**src/rtl/mem_arbiter_pkg.sv**
```systemverilog
// Shared encodings for the two-port memory arbiter: FSM states and one-hot grants.
package mem_arbiter_pkg;

    // Arbiter phases. DRAIN is the single dead cycle between transactions.
    typedef enum logic [1:0] {
        ARB_IDLE  = 2'd0,
        ARB_BUSY  = 2'd1,
        ARB_DRAIN = 2'd2
    } arb_state_e;

    // One-hot grant vectors; bit index is the port number.
    localparam logic [1:0] GNT_NONE = 2'b00;
    localparam logic [1:0] GNT_P0   = 2'b01;
    localparam logic [1:0] GNT_P1   = 2'b10;

endpackage

```
**src/rtl/arb_rr2.sv**
```systemverilog
// Combinational 2-way round-robin picker. ptr_i = 0 favours port 0 on contention.
module arb_rr2
    import mem_arbiter_pkg::*;
(
    input  logic [1:0] req_i,
    input  logic       ptr_i,
    output logic [1:0] grant_o
);

    // Single requester wins outright; on contention the pointer breaks the tie.
    always_comb begin
        grant_o = GNT_NONE;
        if (req_i == 2'b11)
            grant_o = ptr_i ? GNT_P1 : GNT_P0;
        else if (req_i[0])
            grant_o = GNT_P0;
        else if (req_i[1])
            grant_o = GNT_P1;
    end

endmodule

```
**src/rtl/mem_arbiter.sv**
```systemverilog
// Shares one mem_fsm port between the CPU (port 0) and a secondary master
// (port 1). Round-robin, grant held for the whole transaction, one drain
// cycle between transactions so a requester's lingering enable is not
// mistaken for a new request.
module mem_arbiter
    import mem_arbiter_pkg::*;
#(
    parameter int ADDR_W = 16,
    parameter int DATA_W = 16
) (
    input  logic              clk,
    input  logic              rst,
    input  logic [ADDR_W-1:0] p0_addr,
    input  logic [DATA_W-1:0] p0_data_in,
    input  logic              p0_read_en,
    input  logic              p0_write_en,
    output logic [DATA_W-1:0] p0_data_out,
    output logic              p0_done,
    input  logic [ADDR_W-1:0] p1_addr,
    input  logic [DATA_W-1:0] p1_data_in,
    input  logic              p1_read_en,
    input  logic              p1_write_en,
    output logic [DATA_W-1:0] p1_data_out,
    output logic              p1_done,
    output logic [ADDR_W-1:0] mem_addr,
    output logic [DATA_W-1:0] mem_data_in,
    output logic              mem_read_en,
    output logic              mem_write_en,
    input  logic [DATA_W-1:0] mem_data_out,
    input  logic              mem_done,
    output logic [1:0]        grant,
    output logic              busy
);

    arb_state_e        state_q;
    logic              ptr_q;
    logic [1:0]        grant_q;
    logic [ADDR_W-1:0] addr_q;
    logic [DATA_W-1:0] wdata_q;
    logic              rd_q;
    logic              wr_q;

    logic [1:0]        req;
    logic [1:0]        pick;
    logic [ADDR_W-1:0] win_addr;
    logic [DATA_W-1:0] win_data;
    logic              win_rd;
    logic              win_wr;
    logic              done_fire;

    assign req = {p1_read_en | p1_write_en, p0_read_en | p0_write_en};

    arb_rr2 u_rr (
        .req_i   (req),
        .ptr_i   (ptr_q),
        .grant_o (pick)
    );

    // Select the winning port's request fields for capture on the grant edge.
    always_comb begin
        win_addr = p0_addr;
        win_data = p0_data_in;
        win_rd   = p0_read_en;
        win_wr   = p0_write_en;
        if (pick[1]) begin
            win_addr = p1_addr;
            win_data = p1_data_in;
            win_rd   = p1_read_en;
            win_wr   = p1_write_en;
        end
    end

    // Arbiter FSM: capture winner in IDLE, wait for mem_done in BUSY, one DRAIN cycle.
    always_ff @(posedge clk) begin
        if (rst) begin
            state_q <= ARB_IDLE;
            ptr_q   <= 1'b0;
            grant_q <= GNT_NONE;
            addr_q  <= '0;
            wdata_q <= '0;
            rd_q    <= 1'b0;
            wr_q    <= 1'b0;
        end else begin
            case (state_q)
                ARB_IDLE: begin
                    if (|req) begin
                        state_q <= ARB_BUSY;
                        grant_q <= pick;
                        // Only contention moves the pointer: hand the next tie to the loser.
                        if (&req)
                            ptr_q <= pick[0];
                        addr_q  <= win_addr;
                        wdata_q <= win_data;
                        // Read and write together means write.
                        wr_q    <= win_wr;
                        rd_q    <= win_rd & ~win_wr;
                    end
                end
                ARB_BUSY: begin
                    if (mem_done) begin
                        state_q <= ARB_DRAIN;
                        rd_q    <= 1'b0;
                        wr_q    <= 1'b0;
                    end
                end
                ARB_DRAIN: begin
                    state_q <= ARB_IDLE;
                    grant_q <= GNT_NONE;
                end
                default: begin
                    state_q <= ARB_IDLE;
                    grant_q <= GNT_NONE;
                    rd_q    <= 1'b0;
                    wr_q    <= 1'b0;
                end
            endcase
        end
    end

    // Completion is only honoured while a transaction is actually outstanding.
    assign done_fire = (state_q == ARB_BUSY) && mem_done;

    assign p0_done     = done_fire & grant_q[0];
    assign p1_done     = done_fire & grant_q[1];
    assign p0_data_out = p0_done ? mem_data_out : '0;
    assign p1_data_out = p1_done ? mem_data_out : '0;

    assign mem_addr     = addr_q;
    assign mem_data_in  = wdata_q;
    assign mem_read_en  = rd_q;
    assign mem_write_en = wr_q;
    assign grant        = grant_q;
    assign busy         = (state_q != ARB_IDLE);

endmodule

```
**config.mk**
```make
export PLATFORM = sky130hd
export DESIGN_NAME = mem_arbiter
export DESIGN_NICKNAME = d
export VERILOG_FILES = /design/src/rtl/mem_arbiter_pkg.sv /design/src/rtl/arb_rr2.sv /design/src/rtl/mem_arbiter.sv
export SDC_FILE = /design/constraint.sdc
export NUM_CORES = 1
export LEC_CHECK = 0
export BUFFER_PORTS_ARGS = -buffer_cell sky130_fd_sc_hd__buf_2
export CAP_MARGIN = 20
export CORE_UTILIZATION = 40
export CTS_CLUSTER_SIZE = 40
export DETAILED_ROUTE_END_ITERATION = 10
export PLACE_DENSITY = 0.79
export SLEW_MARGIN = 25
export SYNTH_ARGS = -nofsm -noshare
export SYNTH_HDL_FRONTEND = slang
export SYNTH_HIERARCHICAL = 1
export SYNTH_SLANG_ARGS = --single-unit
```
**constraint.sdc**
```tcl
create_clock -name clk -period 1.95 [get_ports clk]
set_clock_uncertainty 0.1 [all_clocks]
set_input_delay 0.2925 -clock clk [delete_from_list [all_inputs] [get_ports clk]]
set_output_delay 0.2925 -clock clk [all_outputs]
set_load 0.03 [all_outputs]
```
==> run_results.csv <==
group,metric,value,unit
setup_path,worstPathArrival,1.50,ns
global_routing,grt_pass1_wl,9.11,mm
synth,ys_seq_area_frac,0.382,
routing,drt_iter0_drc,67,
synth,ys_top_cells_by_area,"dfxtp_1 38%, mux2i_1 16%, a211oi_1 12%",
synth,synth_edf_count,0,
global_routing,grt_remaining_overflow,0,
setup_path,worstSetupStartpoint,"state_q[0]",
setup_path,cp_max_fo,8,
synth,synth_largest_area_cell,"dfxtp_1",
die,die_w,73.5,microns
synth,syn_inst,223,
synth,async_flop_share,0,
global_routing,grt_pass1_vias,2017,
setup_path,worstSetupEndpointType,"output port",
die,dieArea,5400,sq um
pwr,vdd_drop_max,0.677,mV
pwr,powerDensity,775,nW/um^2
final_layout,layout_common_cells,"137 x buf_2, 38 x dfxtp_1, 33 x mux2i_1, 33 x a21oi_1",
routing,routed_wl,6.36,mm
sta,fin_crit,1.89,ns
final_layout,antenna_cells,0,
setup_path,worstSetupPathType,"reg -> out",
routing,via_count,2287,
final_layout,nNetsFinal,469,
final_layout,final_cells,450,
synth,syn_nets,310,
sta,fin_tns_setup,0,ns
synth,synth_cell_type_count,31,
clock_network,cts.sinks,39,
setup_path,cp_data_required_time,1.56,ns
synth,avgSynthCellArea,9.16,sq um
synth,yosysTopAreaCellShare,0.382,
clock_network,h-tree-depth,2,
die,initial_utilization,0.424,
sta,hold_ws,0.154,ns
final_layout,drive_gt1_frac,0.509,
setup_path,cp-start-kind,"flip-flop",
sta,tightest_slew,0.545,ns
setup_path,crit_end,"p1_data_out[0]",
global_routing,grt_max_degree,36,
synth,ys_seq_elements,39,
setup_path,reg2reg_to,"mem_addr[15]",
setup_path,rr_worst_depth,5,
outcome,status,"finished, final reports clean",
sta,setup_ws,0.0579,ns
final_layout,final_common_cell,"buf_2",
job,max-cap-violations,0,
synth,synthFlopType,"dfxtp_1",
placement,place_ws,0.0925,ns
global_routing,grt_use_total,0.221,
final_layout,syn_to_final_growth,57.8,%
sta,setup_viol,0,
routing,drc,0,
placement,numPortBuffers,157,
routing,vias_per_cell,5.08,
clock_network,tritoncts,"yes",
clock_network,root_buffer,"clkbuf_8",
sta,drv_slew,0,
sta,hold_violations,0,
global_routing,antenna_found_initial,0,
final_layout,post-route-util,0.669,
synth,ys.warnings.count,6,
clock_network,clk_latency,0.28,ns
clock_network,numCtsBuffers,5,
die,ios,158,
sta,period_share,0.970,
routing,wl_per_cell,14.1,microns
setup_path,r2r-start,"state_q[1]",
routing,firstDrtPassIters,4,
synth,syn_area,2040,sq um
routing,antenna_left,0,
hold_path,hold_class,"in -> reg",
clock_network,cts.clk_slew.worst_paths,0.07,ns
placement,hpwl,4.53,mm
setup_path,regToRegSetupSlack,0.29,ns
sta,fmax,529,MHz
placement,place_congestion,0.720,
final_layout,num-fill-cells,411,
sta,slew-limit-headroom,0.637,
die,die_y,73.5,microns
placement,dpl.cell_count,436,
clock_network,clk_path_buf_depth,2,
die,num_rows,25,
pwr,p_leak,1.61,nW
die,core_area,4820,sq um
repair_timing:
action,in CTS,in global routing
setup endpoints to repair,34,32
buffers inserted,0,2
hold buffers,0,0
pin swaps,0,2
gates cloned,2,2
gates resized for setup,9,44
layout make-up:
type	instances	area (sq um)	area share
inverters	2	7.51	0.00233
flip-flops and latches	39	785	0.243
clock buffers	5	68.8	0.0213
clock inverters	3	67.6	0.0210
multi-input cells	160	1200	0.371
repair buffers	174	1020	0.315
well taps	67	83.8	0.0260
sequential cells by signal (all words and copies together) (netlist names):
name          cells
mem_read_en       1
state_q           2
mem_data_in      16
mem_addr         16
grant             2
ptr_q             1
mem_write_en      1
Yosys cell counts (2+ instances only):
master / count
dfxtp_1: 39
nand2_1: 4
o31ai_1: 2
or2_2: 2
and2_1: 32
a211oi_1: 32
mux2i_1: 33
nor2_1: 2
buf_2: 13
o211ai_1: 2
clkbuf_1: 7
inv_1: 2
a21oi_1: 33
nor3b_1: 2
a21boi_1: 2
kinds of logic (layout without fill, tap and decap cells):
group | Yosys count | count (layout) | synth area share
compound gates | 78 | 78 | 0.254
simple gates | 48 | 48 | 0.143
flops | 39 | 39 | 0.382
mux | 34 | 34 | 0.167
buf+inv | 24 | 184 | 0.0539
worst min-delay path by stage:
stage,start,end,slack [ns],cells after the start
after global routing,rst,state_q[1],0.17,2
after global placement,mem_write_en,mem_write_en,0.35,1
final,rst,ptr_q,0.15,2
after CTS,rst,ptr_q,0.15,2
after floorplan,mem_done,state_q[1],0.38,2
after detailed placement,mem_write_en,mem_write_en,0.34,1
routing by layer:
| layer | global-route usage | wire [microns] | vias up |
|---|---|---|---|
| li1 | - | - | 1134 |
| met1 | 0.243 | 2450 | 1046 |
| met2 | 0.413 | 3380 | 100 |
| met3 | 0.0590 | 466 | 7 |
| met4 | 0.0641 | 65 | 0 |
| met5 | 0 | 0 | - |
where the power goes:
part / switching [W] / internal, W
logic: 0.000459 / 0.000308
clock network: 0.000282 / 0.000510
registers: 0.0000530 / 0.000886
total: 0.000794 / 0.00170
critical path, cell delays in order, from the launching register on:
cell and delay, ns:
dfxtp_4 0.38, nand2_4 0.08, nor3b_4 0.29, buf_6 0.17, and2_1 0.12, clkbuf_4 0.18
per-stage QoR:
stage	cell area, sq um	power (W)
5_1_grt	3220	0.00262
4_1_cts	3110	0.00250
3_3_place_gp	2940	0.00169
3_5_place_dp	2940	0.00170
6_report	3220	0.00250
2_1_floorplan	2040	0.00143
No activity file was read; power rests on OpenSTA's default activity.
